## src/rtl/stack_pkg.sv

```systemverilog
// Shared types and helpers for the parameterised LIFO stack.
// Holds the op encoding and the occupancy-width helper.
package stack_pkg;

  typedef enum logic [1:0] {
    OP_NONE,
    OP_PUSH,
    OP_POP,
    OP_SWAP
  } op_e;

  function automatic int cnt_w(input int depth);
    return $clog2(depth + 1);
  endfunction

endpackage

```

## src/rtl/stack_mem.sv

```systemverilog
// Stack storage: DEPTH x WIDTH, one synchronous write port and one
// asynchronous read port. Contents are intentionally not reset.
module stack_mem #(
  parameter int WIDTH = 8,
  parameter int DEPTH = 16,
  parameter int AW    = $clog2(DEPTH)
) (
  input  logic             clk,
  input  logic             we,
  input  logic [AW-1:0]    waddr,
  input  logic [WIDTH-1:0] wdata,
  input  logic [AW-1:0]    raddr,
  output logic [WIDTH-1:0] rdata
);

  logic [WIDTH-1:0] mem_q [DEPTH];

  always_ff @(posedge clk) begin
    if (we) begin
      mem_q[waddr] <= wdata;
    end
  end

  assign rdata = mem_q[raddr];

endmodule

```

## src/rtl/param_stack.sv

```systemverilog
// LIFO stack with push/pop/swap, error pulses and optional
// high-water mark (enabled by PARAM_STACK_WATERMARK_EN).
module param_stack
  import stack_pkg::*;
#(
  parameter int WIDTH = 8,
  parameter int DEPTH = 16
) (
  input  logic                      CLK,
  input  logic                      RST_N,
  input  logic                      init,
  input  logic                      push,
  input  logic                      pop,
  input  logic [WIDTH-1:0]          din,
  output logic [WIDTH-1:0]          dout,
  output logic [WIDTH-1:0]          top,
  output logic                      empty,
  output logic                      full,
  output logic [cnt_w(DEPTH)-1:0]   count,
  output logic                      overflow,
  output logic                      underflow,
  output logic [cnt_w(DEPTH)-1:0]   hw_mark
);

  localparam int CW = cnt_w(DEPTH);
  localparam int AW = $clog2(DEPTH);

  op_e              op;
  logic [CW-1:0]    count_q, count_d;
  logic [WIDTH-1:0] dout_q, dout_d;
  logic             ovf_q, ovf_d;
  logic             unf_q, unf_d;
  logic             we;
  logic [AW-1:0]    waddr;
  logic [AW-1:0]    raddr;
  logic [WIDTH-1:0] rdata;

  assign empty = (count_q == '0);
  assign full  = (count_q == CW'(DEPTH));
  assign raddr = AW'(count_q - CW'(1));

  stack_mem #(
    .WIDTH (WIDTH),
    .DEPTH (DEPTH),
    .AW    (AW)
  ) u_mem (
    .clk   (CLK),
    .we    (we),
    .waddr (waddr),
    .wdata (din),
    .raddr (raddr),
    .rdata (rdata)
  );

  always_comb begin
    op = OP_NONE;
    unique case (1'b1)
      (push & pop):  op = OP_SWAP;
      (push & ~pop): op = OP_PUSH;
      (~push & pop): op = OP_POP;
      default:       op = OP_NONE;
    endcase
  end

  always_comb begin
    count_d = count_q;
    dout_d  = dout_q;
    ovf_d   = 1'b0;
    unf_d   = 1'b0;
    we      = 1'b0;
    waddr   = AW'(count_q);
    if (init) begin
      count_d = '0;
      dout_d  = '0;
    end else begin
      unique case (op)
        OP_PUSH: begin
          if (full) begin
            ovf_d = 1'b1;
          end else begin
            we      = 1'b1;
            count_d = count_q + CW'(1);
          end
        end
        OP_POP: begin
          if (empty) begin
            unf_d = 1'b1;
          end else begin
            dout_d  = rdata;
            count_d = count_q - CW'(1);
          end
        end
        OP_SWAP: begin
          // Empty swap passes din straight through; nothing is stored
          if (empty) begin
            dout_d = din;
          end else begin
            dout_d = rdata;
            we     = 1'b1;
            waddr  = raddr;
          end
        end
        default: ;
      endcase
    end
  end

  always_ff @(posedge CLK or negedge RST_N) begin
    if (!RST_N) begin
      count_q <= '0;
      dout_q  <= '0;
      ovf_q   <= 1'b0;
      unf_q   <= 1'b0;
    end else begin
      count_q <= count_d;
      dout_q  <= dout_d;
      ovf_q   <= ovf_d;
      unf_q   <= unf_d;
    end
  end

  assign count     = count_q;
  assign dout      = dout_q;
  assign overflow  = ovf_q;
  assign underflow = unf_q;
  assign top       = empty ? '0 : rdata;

`ifdef PARAM_STACK_WATERMARK_EN
  logic [CW-1:0] hw_q, hw_d;

  always_comb begin
    hw_d = hw_q;
    if (init) begin
      hw_d = '0;
    end else if (count_d > hw_q) begin
      hw_d = count_d;
    end
  end

  always_ff @(posedge CLK or negedge RST_N) begin
    if (!RST_N) begin
      hw_q <= '0;
    end else begin
      hw_q <= hw_d;
    end
  end

  assign hw_mark = hw_q;
`else
  assign hw_mark = '0;
`endif

endmodule

```

## config.mk

```make
export PLATFORM = sky130hd
export DESIGN_NAME = param_stack
export DESIGN_NICKNAME = d
export VERILOG_FILES = /design/src/rtl/stack_pkg.sv /design/src/rtl/stack_mem.sv /design/src/rtl/param_stack.sv
export SDC_FILE = /design/constraint.sdc
export NUM_CORES = 1
export LEC_CHECK = 0
export CORE_MARGIN = 2
export CORE_UTILIZATION = 55
export CTS_BUF_LIST = sky130_fd_sc_hd__clkbuf_8
export DETAILED_ROUTE_END_ITERATION = 10
export GPL_ROUTABILITY_DRIVEN = 0
export PLACE_DENSITY_LB_ADDON = 0.12
export SLEW_MARGIN = 20
export SYNTH_ARGS = -nofsm -noshare
export SYNTH_HDL_FRONTEND = slang
export SYNTH_SLANG_ARGS = --single-unit
```

## constraint.sdc

```tcl
create_clock -name CLK -period 3.85 [get_ports CLK]
set_clock_uncertainty 0.15 [all_clocks]
set_input_delay 1.155 -clock CLK [delete_from_list [all_inputs] [get_ports CLK]]
set_output_delay 1.155 -clock CLK [all_outputs]
set_load 0.02 [all_outputs]
```

==> impl_metrics.yaml, run 1 <==
clocking:
  clock_sinks: 143
  cts_made_buffers: 17
  clock-root-buffer: "clkbuf_8"
  clock_latency_ns: 0.44
  cts-root-to-sink-buffers: 2
  number_of_hold_buffers_added_after_cts: 0
  cts.reportedPaths.clkPinSlew_ns: 0.08
  ctsHtreeMaxLevel: 4
  cts_tree: "done"
critical_path:
  endpoint_kind: "primary output"
  critical_path_cell_with_the_highest_stage_delay: "dfrtp_2"
  critical_path_arrival_ns: 2.48
  cp_cell_sequence: "inv_2 > ha_4 > xnor2_4 > buf_4 > buf_12 > mux4_2 > mux2_4 > nor2_2 > nor3_2 > buf_2"
  worst_path_largest_cell_delay_ns: 0.38
  required_ns: 2.54
  timing.critical_path.fanout_max: 10
  crit_path_start_kind: "flop"
  criticalPathCategory: "reg -> out"
route:
  vias: 3651
  first_pass_iters: 5
  drt_first_iter_violations: 389
  totalWireLength_mm: 13.7
  detailed_route_wire_length_per_cell_um: 22.8
  detail_route.vias_per_cell: 6.06
  drc_errors: 0
  routed_antenna_nets: 0
die:
  ioPinCount: 43
  dieArea_mm2: 0.0121
  floorplan.rows: 38
  floorplan.core_area_mm2: 0.0109
  die_width_um: 110
  initial_utilization_pct: 56.6
  die_h_um: 110
flow_run:
  timing.max_cap.violations: 0
final_layout:
  fill_cells: 729
  antennaDiodeCount: 0
  finalNetCount: 466
  drive_above_1_share_pct: 36.4
  growth_of_design_area_from_synthesis_to_finish_pct: 22.6
  finish.cell_count_without_fillers: 602
  regArea_mm2: 0.00422
  multi_input_logic_area_mm2: 0.00196
power_and_ir_drop:
  swShare_pct: 33.6
  share_clk_of_total_power_pct: 24.2
  share_seq_of_total_power_pct: 34.9
  power_switching_mw: 1.75
  internal-power_mw: 3.46
  max-vdd-ir-drop_uv: 380
  power.density_cell_area_mw_per_mm2: 690
  post-layout-total-power_mw: 5.22
  p_leak_nw: 2.64
  share_comb_of_total_power_pct: 40.9
yosys:
  postSynth.topFlopCell: "edfxtp_1"
  number_of_register_bits_inferred_by_synthesis: 143
  postSynth.asyncResetShare_pct: 10.5
  syn-instance-count: 375
  synth-edff-count: 128
  synth_sequential_area_ratio_pct: 68.5
  yosys_warnings: 0
  synth.avg_cell_area_um2: 16.4
  yosysUniqueCellTypes: 45
  summed_instance_area_of_the_synthesized_netlist_mm2: 0.00616
hold_path:
  worstHoldPathType: "reg -> reg"
placed_design:
  post-dp-hpwl_mm: 8.70
  post-place-cells: 562
  port-buffer-count: 37
  dp_slack_ns: -0.0893
global_routing:
  gr-max-usage-layer: "met2"
  gr-usage-all-layers_pct: 24.3
  maximum_number_of_pins_on_one_net_before_global_route_repair: 20
  global_route.usage.met3_pct: 5.22
  grt_first_pass_wirelength_mm: 20.1
  use_met1_pct: 34.7
  grt_antenna_before_repair: 0
  first_global_vias: 3484
  grt-ovfl-total: 0
  globalRouteMet2Util_pct: 37.4
status:
  run_status: "finished, final reports clean"
sta:
  tightest_slew_ns: 1.07
  final_max_slew_viol_count: 0
  finalWorstSetupSlack_ns: 0.0688
  totalNegativeSetupSlack_ns: 0
  finalCriticalPeriod_ns: 3.78
  number_of_endpoints_failing_setup_at_the_final_stage: 0
  hold_violations: 0
  max_freq_mhz: 264
  period_share_pct: 98.2
  worst_slew_margin_rel_pct: 28.2
[registers in the layout, indices dropped and copies added (netlist names)]
register     cells
u_mem.mem_q    128
dout             8
count            5
overflow         1
underflow        1
[what timing repair did]
item / CTS / global route
resized for setup: 49 / 23
buffers inserted: 4 / 4
pin swaps: 1 / 1
cloned: 1 / 0
setup endpoints to repair: 9 / 8
[cell families (layout without fill, tap and decap cells)]
family | count (synthesis) | after routing | synth area share (%)
DFF | 143 | 143 | 68.5
and+or+nand+nor | 103 | 103 | 7.62
muxes | 49 | 49 | 14.8
AOI/OAI and AO/OA | 39 | 39 | 5.22
buffers and inverters | 34 | 117 | 2.80
adders and majority gates | 3 | 3 | 0.609
xor gates and xnor gates | 3 | 3 | 0.427
other | 1 | 5 | 0.0609
[worst max-delay path, delay by kind of cell, from the launching register on]
kind | cells | cell delay (ns)
buffers and inverters | 4 | 0.51
DFF | 1 | 0.38
muxes | 2 | 0.62
and+or+nand+nor | 2 | 0.17
xor gates and xnor gates | 1 | 0.19
adders and majority gates | 1 | 0.17
[per-layer routing]
layer / up-vias / wire (µm)
met5: - / 0
met4: 0 / 195
met1: 1844 / 5760
met2: 184 / 6720
met3: 15 / 1030
li1: 1608 / -
[synthesized netlist by cell type, types with 4 or more instances]
master,instances,area [µm²]
inv_1,7,26.3
mux4_2,32,721
edfxtp_1,128,3840
o221ai_1,8,70.1
a31oi_2,4,50.1
nor2_1,36,135
a21oi_1,11,55.1
mux2_2,16,180
buf_4,6,45.0
dfrtp_1,15,375
nor3_1,18,90.1
nand2_1,31,116
clkbuf_1,7,26.3
o21ai_0,5,25.0
buf_2,10,50.1
[through the flow]
step	hold slack, ns	cell area, µm²	util [%]
2_1_floorplan	0.433	6230	-
3_3_place_gp	0.304	6930	63.6
3_5_place_dp	0.310	6930	63.6
4_1_cts	0.329	7430	68.2
5_1_grt	0.359	7560	69.4
6_report	0.323	7560	69.4
[power by group through the flow]
| stage | registers [mW] | clock network [mW] | logic [mW] |
|---|---|---|---|
| after global routing | 1.83 | 1.34 | 2.26 |
| after floorplan | 1.91 | 0 | 1.14 |
| after global placement | 1.85 | 0 | 1.93 |
| final | 1.82 | 1.26 | 2.14 |
| after CTS | 1.82 | 1.28 | 1.99 |
| after detailed placement | 1.85 | 0 | 1.95 |
[cells in the final DEF, fill, tap and decap left out, drive strengths merged, types with 3 or more instances in the layout]
cell / count
conb: 5
dfrtp: 15
nor2: 36
nand2: 32
xnor2: 3
clkinv: 6
edfxtp: 128
o31ai: 3
clkdlybuf4s50: 28
nand2b: 3
buf: 48
mux4: 32
ha: 3
a21oi: 11
o21ai: 5
inv: 11
bufinv: 4
o221ai: 8
mux2: 16
nor3: 18
clkbuf: 17
a31oi: 4
[cell type report]
class	count	area share, %
Clock buffer	17	3.10
Clock inverter	14	2.55
Inverter	9	0.513
Multi-Input combinational cell	202	25.9
Sequential cell	143	55.9
Tap cell	140	2.32
Timing Repair Buffer	77	9.74
[path summary, 6_finish.rpt]
kind | startpoint | to | slack (ns) | depth (start not counted)
max reg2reg | count[2] | u_mem.mem_q[7][2] | 0.25 | 7
max | count[0] | top[1] | 0.07 | 10
min reg2reg | dout[5] | dout[5] | 0.32 | 2
min | dout[5] | dout[5] | 0.32 | 2
max in group asynchronous | RST_N | count[0] | 2.03 | 1
min in group asynchronous | RST_N | underflow | 1.00 | 1
Power figures use the tool's default switching activity.
==> inputs of run 2 (changes only) <==
HOLD_SLACK_MARGIN = 0.02   (was not set)
SLEW_MARGIN = 30   (was 20)
==> impl_metrics.yaml, run 2 (synthesis results as in run 1) <==
critical_path:
  crit_path_start_kind: "flop"
  critical_path_cell_with_the_highest_stage_delay: "dfrtp_1"
  cp_cell_sequence: "inv_1 > ha_4 > xnor2_4 > buf_6 > buf_12 > mux4_2 > mux2_2 > nor2_2 > nor3_2 > buf_2"
  timing.critical_path.fanout_max: 11
  endpoint_kind: "primary output"
  critical_path_arrival_ns: 2.44
  worstReg2RegEnd: "u_mem.mem_q[12][7]"
  critical_path_depth: 10
  critical_path.reg2reg.startpoint: "count[0]"
  worst_path_largest_cell_delay_ns: 0.38
  ff2ff_path_depth: 9
  required_ns: 2.54
  crit_family: "multiplexers"
  cp_num_buf_inv: 4
  worst_setup_path_startpoint: "count[1]"
  timing.critical_path.to: "top[4]"
  setup.reg_to_reg.worst_slack_ns: 0.31
  criticalPathCategory: "reg -> out"
global_routing:
  grt_antenna_before_repair: 0
  maximum_number_of_pins_on_one_net_before_global_route_repair: 20
  grt_first_pass_wirelength_mm: 19.9
  first_global_vias: 3461
  grt-ovfl-total: 0
  gr-usage-all-layers_pct: 23.9
placed_design:
  post-dp-hpwl_mm: 8.69
  port-buffer-count: 37
  dp_slack_ns: -0.0974
sta:
  hold_violations: 0
  finalCriticalPeriod_ns: 3.74
  number_of_endpoints_failing_setup_at_the_final_stage: 0
  max_freq_mhz: 267
  tightest_slew_ns: 0.991
  final_max_slew_viol_count: 0
  totalNegativeSetupSlack_ns: 0
  finalWorstSetupSlack_ns: 0.108
  worst_slew_margin_rel_pct: 33.7
  period_share_pct: 97.2
final_layout:
  most_flop_heavy_register: "u_mem.mem_q"
  finalNetCount: 469
  mostFrequentLayoutCell: "edfxtp_1"
  fill_cells: 750
  growth_of_design_area_from_synthesis_to_finish_pct: 22.4
  mostFrequentLayoutCells: "128 x edfxtp_1, 39 x buf_4, 32 x mux4_2, 31 x nand2_1, 28 x clkdlybuf4s50_1"
  largest_register_ffs: 128
  regArea_mm2: 0.00422
  antennaDiodeCount: 0
  multi_input_logic_area_mm2: 0.00199
  drive_above_1_share_pct: 37.3
  utilization_pct: 69.3
die:
  die_width_um: 110
  ioPinCount: 43
  dieArea_mm2: 0.0121
  die_h_um: 110
  initial_utilization_pct: 56.6
  floorplan.rows: 38
  floorplan.core_area_mm2: 0.0109
clocking:
  cts-root-to-sink-buffers: 2
  ctsHtreeMaxLevel: 4
  cts.reportedPaths.clkPinSlew_ns: 0.08
  cts_made_buffers: 17
  number_of_hold_buffers_added_after_cts: 0
  clock_sinks: 143
  clock-root-buffer: "clkbuf_8"
  clock_latency_ns: 0.43
  cts_tree: "done"
route:
  drt_first_iter_violations: 286
  drc_errors: 0
  first_pass_iters: 5
  detailed_route_wire_length_per_cell_um: 22.2
  routed_antenna_nets: 0
  vias: 3627
  totalWireLength_mm: 13.5
  detail_route.vias_per_cell: 5.99
status:
  run_status: "finished, final reports clean"
power_and_ir_drop:
  max-vdd-ir-drop_uv: 363
  power.density_cell_area_mw_per_mm2: 675
  p_leak_nw: 2.63
  post-layout-total-power_mw: 5.09
flow_run:
  timing.max_cap.violations: 0
hold_path:
  holdPathStages: 2
  worstHoldPathType: "reg -> reg"
[run 2: stage by stage]
| step | std cells | hold WS, ns | area, µm² |
|---|---|---|---|
| final | 606 | 0.318 | 7540 |
| after global placement | 562 | 0.304 | 6930 |
| after detailed placement | 562 | 0.305 | 6930 |
| after global routing | 606 | 0.363 | 7540 |
| after floorplan | 379 | 0.433 | 6230 |
| after CTS | 599 | 0.323 | 7380 |
[run 2: final cells by class]
type / count / share of cell area (%)
clock buffers: 17 / 3.10
clock inverters: 15 / 1.96
inverters: 9 / 0.514
multi-input cells: 202 / 26.3
flip-flops and latches: 143 / 55.9
well taps: 140 / 2.32
repair buffers: 80 / 9.84
[run 2: where the power goes]
group	internal (mW)	switching, mW
registers	1.78	0.0421
logic	0.979	1.16
clock network	0.572	0.564
[run 2: worst min-delay path, stage by stage (launching register included)]
cell     delay [ns]
dfrtp_1        0.34
nand2_1        0.05
nand2_1        0.05
[run 2: worst min path at each step]
stage          startpoint  slack [ns]  endpoint
2_1_floorplan     dout[0]        0.43   dout[0]
3_3_place_gp      dout[0]        0.30   dout[0]
3_5_place_dp      dout[5]        0.31   dout[5]
4_1_cts           dout[5]        0.32   dout[5]
5_1_grt           dout[2]        0.36   dout[2]
6_report          dout[5]        0.32   dout[5]
[run 2: layer usage]
layer	global-route usage, %	up-vias	part of all wire [%]	routed length (µm)
met5	0	-	0	0
met4	7.87	0	1.7	224
met3	6.34	20	7.0	943
met2	36.8	145	48	6500
met1	33.5	1842	43	5790
li1	-	1620	-	-
[run 2: timing repair]
item,4_1_cts,5_1_grt
hold endpoints to repair,0,0
buffers inserted,4,9
gates resized for setup,36,46
pin swaps,1,1
cloned,1,0
setup endpoints to repair,9,8
==> inputs of run 3 (changes only) <==
PLACE_DENSITY = 0.75   (was not set)
PLACE_DENSITY_LB_ADDON = not set   (was 0.12)
SLEW_MARGIN = 20   (was 30)
==> impl_metrics.yaml, run 3 (synthesis results as in run 1) <==
flow_run:
  timing.max_cap.violations: 0
route:
  drc_errors: 0
  detailed_route_wire_length_per_cell_um: 23.0
  totalWireLength_mm: 13.9
  routed_antenna_nets: 0
  first_pass_iters: 5
  drt_first_iter_violations: 407
  detail_route.vias_per_cell: 6.02
  vias: 3632
power_and_ir_drop:
  max-vdd-ir-drop_uv: 369
  power.density_cell_area_mw_per_mm2: 677
  p_leak_nw: 2.61
clocking:
  number_of_hold_buffers_added_after_cts: 0
  clock_sinks: 143
  cts_tree: "done"
  cts_made_buffers: 17
  cts-root-to-sink-buffers: 2
  cts.reportedPaths.clkPinSlew_ns: 0.08
  clock_latency_ns: 0.45
  ctsHtreeMaxLevel: 4
  clock-root-buffer: "clkbuf_8"
critical_path:
  endpoint_kind: "primary output"
  critical_path_arrival_ns: 2.53
  crit_path_start_kind: "flop"
  timing.critical_path.fanout_max: 9
  required_ns: 2.54
  criticalPathCategory: "reg -> out"
sta:
  holdWs_ns: 0.318
  max_freq_mhz: 261
  totalNegativeSetupSlack_ns: 0
  hold_violations: 0
  tightest_slew_ns: 1.03
  number_of_endpoints_failing_setup_at_the_final_stage: 0
  worst_slew_margin_rel_pct: 30.8
  finalCriticalPeriod_ns: 3.83
  final_max_slew_viol_count: 0
  period_share_pct: 99.5
  rsz_0062_raised_after_global_routing: "yes"
final_layout:
  largest_register_ffs: 128
  most_flop_heavy_register: "u_mem.mem_q"
  antennaDiodeCount: 0
  regArea_mm2: 0.00422
  multi_input_logic_area_mm2: 0.00199
  drive_above_1_share_pct: 35.9
  fill_cells: 731
  growth_of_design_area_from_synthesis_to_finish_pct: 22.1
  finalNetCount: 469
  mostFrequentLayoutCell: "edfxtp_1"
  mostFrequentLayoutCells: "128 x edfxtp_1, 43 x buf_4, 32 x mux4_2, 31 x nand2_1, 28 x clkdlybuf4s50_1"
  fin_area_mm2: 0.00752
  utilization_pct: 69.1
  finish.cell_count_without_fillers: 603
placed_design:
  port-buffer-count: 37
  post-place-cells: 568
  post_place_instance_area_mm2: 0.00697
  post-dp-hpwl_mm: 8.72
global_routing:
  grt_antenna_before_repair: 0
  gr-usage-all-layers_pct: 24.8
  maximum_number_of_pins_on_one_net_before_global_route_repair: 21
  first_global_vias: 3579
  grt_first_pass_wirelength_mm: 20.6
  grt-ovfl-total: 0
die:
  dieArea_mm2: 0.0121
  ioPinCount: 43
  floorplan.rows: 38
  floorplan.core_area_mm2: 0.0109
  die_h_um: 110
  initial_utilization_pct: 56.6
  die_width_um: 110
status:
  run_status: "finished, final reports clean"
hold_path:
  worstHoldPathType: "reg -> reg"
-- run 3: cell count changes in the layout (fill, tap and decap cells not counted), sizes merged --
cell      previous run  this run
bufinv               2         0
buf                 51        50
clkinvlp             4         2
clkinv               5         8
inv                 13        11
clkbuf              17        18
-- run 3: cell type report --
| cell class | instances | area share [%] |
|---|---|---|
| Clock buffer | 17 | 3.11 |
| Clock inverter | 12 | 0.965 |
| Inverter | 9 | 0.516 |
| Multi-Input combinational cell | 202 | 26.5 |
| Sequential cell | 143 | 56.1 |
| Tap cell | 140 | 2.33 |
| Timing Repair Buffer | 80 | 10.5 |
-- run 3: power breakdown --
group          leakage (nW)  switching (mW)  internal (mW)
Clock                 0.156           0.542          0.425
Combinational          1.10            1.23           1.08
Sequential             1.35          0.0408           1.78
-- run 3: through the flow --
| step | worst slack, ns | power [mW] |
|---|---|---|
| final | 0.0175 | 5.09 |
| after global placement | -0.0333 | 3.78 |
| after floorplan | -0.00336 | 3.05 |
| after CTS | -0.00711 | 4.82 |
| after global routing | -0.0567 | 5.30 |
| after detailed placement | -0.0780 | 3.81 |
-- run 3: worst paths after layout --
path / startpoint / end / cells after the start / slack, ns
worst max-delay path: count[0] / top[1] / 10 / 0.02
worst min-delay path: dout[6] / dout[6] / 2 / 0.32
worst max register to register: count[0] / u_mem.mem_q[12][6] / 9 / 0.19
worst min register to register: dout[6] / dout[6] / 2 / 0.32
max in group asynchronous: RST_N / count[0] / 1 / 2.13
min in group asynchronous: RST_N / count[1] / 1 / 0.96
-- run 3: worst max-delay path, stage by stage, from the launching register on --
cell     delay, ns
dfrtp_2       0.44
inv_2         0.09
ha_4          0.16
xnor2_4       0.12
buf_12        0.16
buf_12        0.13
mux4_2        0.30
mux2_4        0.31
nor2_4        0.12
nor3_2        0.07
buf_4         0.17
-- run 3: layer usage --
layer	up-vias	wire length, µm	global-route usage, %
met2	181	6880	38.8
met5	-	0	0
met3	27	1070	7.53
li1	1612	-	-
met4	0	244	10.4
met1	1812	5670	32.6
-- run 3: timing repair --
item | CTS | global route
gates resized for setup | 51 | 36
setup buffers | 2 | 2
pin swaps | 1 | 1
cloned | 1 | 1
setup endpoints to repair | 9 | 8
==> variant: new RTL, settings of run 2 <==
Add a define of `PARAM_STACK_WATERMARK_EN`.
--- a/src/rtl/param_stack.sv
+++ b/src/rtl/param_stack.sv
@@ -1,5 +1,7 @@
 // LIFO stack with push/pop/swap, error pulses and optional
 // high-water mark (enabled by PARAM_STACK_WATERMARK_EN).
+`define PARAM_STACK_WATERMARK_EN
+
 module param_stack
   import stack_pkg::*;
 #(
Function: changed (a bounded check fails within 4 cycles, from zero or initial values and one cycle with RST_N low).
==> variant against run 2 <==
- the run now ends with negative setup slack left
- synthesized cell count grew 8.3%
- synthesized area is 7.0% higher
- die area rose by 6.7%
- count of clock-buffer cells in the layout stayed put
- hold slack improved by 8.7 ps
- worst setup slack got worse by 120 ps
- critical path depth rose by 1
- final area is 11% higher
- sequential cell count up 5
- wire length grew 11%
- global-route usage grew 0.97 points
- highest routed layer unchanged
Power is not compared: it rests on default switching activity, and its combinational part moved more than twofold at a synthesized area within 25%.
==> variant: results (changes against run 2) <==
| Metric | Value |
|---|---|
| Dpl ws | `-427.0 ps (was -97.35 ps)` |
| Cell Area, Placed | `7589 um^2 (was 6930 um^2)` |
| Final setup slack of the worst path | `-8.227 ps (was 108.2 ps)` |
| Layout overhead on the synthesized area | `26.84% (was 22.44%)` |
| Cells on worst reg2reg path | `14 (was 9)` |
| Total length of routed wires | `14990 um (was 13460 um)` |
| Layout cell share with drive strength beyond 1 | `36.33% (was 37.34%)` |
| Post-cts repair resize count | `60 (was 36)` |
| WP data arrival | `2550 ps (was 2440 ps)` |
| Via count of the first global-routing pass | `4115 (was 3461)` |
| Most area-consuming cells after synthesis | `edfxtp_1 58%, mux4_2 11%, dfrtp_1 7.6% (was edfxtp_1 62%, mux4_2 12%, dfrtp_1 6.1%)` |
| Synthesized area per cell | `16.24 um^2 (was 16.43 um^2)` |
| Mux cell area share after synthesis | `15.33% (was 14.78%)` |
| Cell variety after synth | `55 (was 45)` |
| Count of placed standard cells in the final layout, fillers left out | `677 (was 606)` |
| Portion of the post-synthesis area used by sequential elements | `65.89% (was 68.48%)` |
| Sum of negative setup slack | `-8.227 ps (was 0 ps)` |
| Cell family with most CP delay | `buffers and inverters (was multiplexers)` |
| Number of instances on the worst hold path | `1 (was 2)` |
| Detail Placement HPWL | `9560 um (was 8689 um)` |
| Number of setup violations in the final report | `1 (was 0)` |
| Vias per cell | `5.985 (about the same)` |
| Wire length of the first global-routing pass | `23070 um (was 19890 um)` |
| Post-CTS Setup Repair Bufs | `9 (was 4)` |
| Synthesized-area fraction occupied by ao, oa, aoi and oai cells | `6.870% (was 5.219%)` |
| Run status | `finished with violations (was finished, final reports clean)` |
| Layout fillers | `729 (was 750)` |
| Buffers on Ports | `42 (was 37)` |
| Stage delay of the slowest cell on the critical path | `410 ps (was 380 ps)` |
| Number of violations reported at the end of detailed-routing iteration 0 | `349 (was 286)` |
| Adder and majority gate portion of the synthesized area | `1.898% (was 0.6093%)` |
| Asr flop ratio synth | `13.51% (was 10.49%)` |
| Violated checks | `negative setup slack` |
| Share of the synthesized netlist area taken by xor and xnor gates | `0.5124% (was 0.4265%)` |
-- variant: layer usage --
layer	up-vias	global-route usage [%]	wire (um)
li1	1819	-	-
met1	2052	33.46	6021
met3	31	6.429	1117
met5	-	0	0
met4	0	10.41	488
met2	150	39.16	7359
-- variant: path summary, 6_finish.rpt --
kind / startpoint / end / slack, ps
max in group asynchronous: RST_N / count[0] / 2740
hold / removal: dout[7] / dout[7] / 330
min in group asynchronous: RST_N / hw_mark[4] / 480
setup / recovery: count[1] / top[4] / -8
setup reg to reg: count[1] / hw_mark[3] / 180
hold reg to reg: dout[7] / dout[7] / 330
-- variant: area by class of cell --
type | instances | area share [%]
repair buffers | 120 | 13.23
clock inverters | 15 | 2.259
flip-flops and latches | 148 | 51.97
clock buffers | 17 | 2.798
multi-input cells | 219 | 26.84
inverters | 15 | 0.7631
well taps | 143 | 2.140
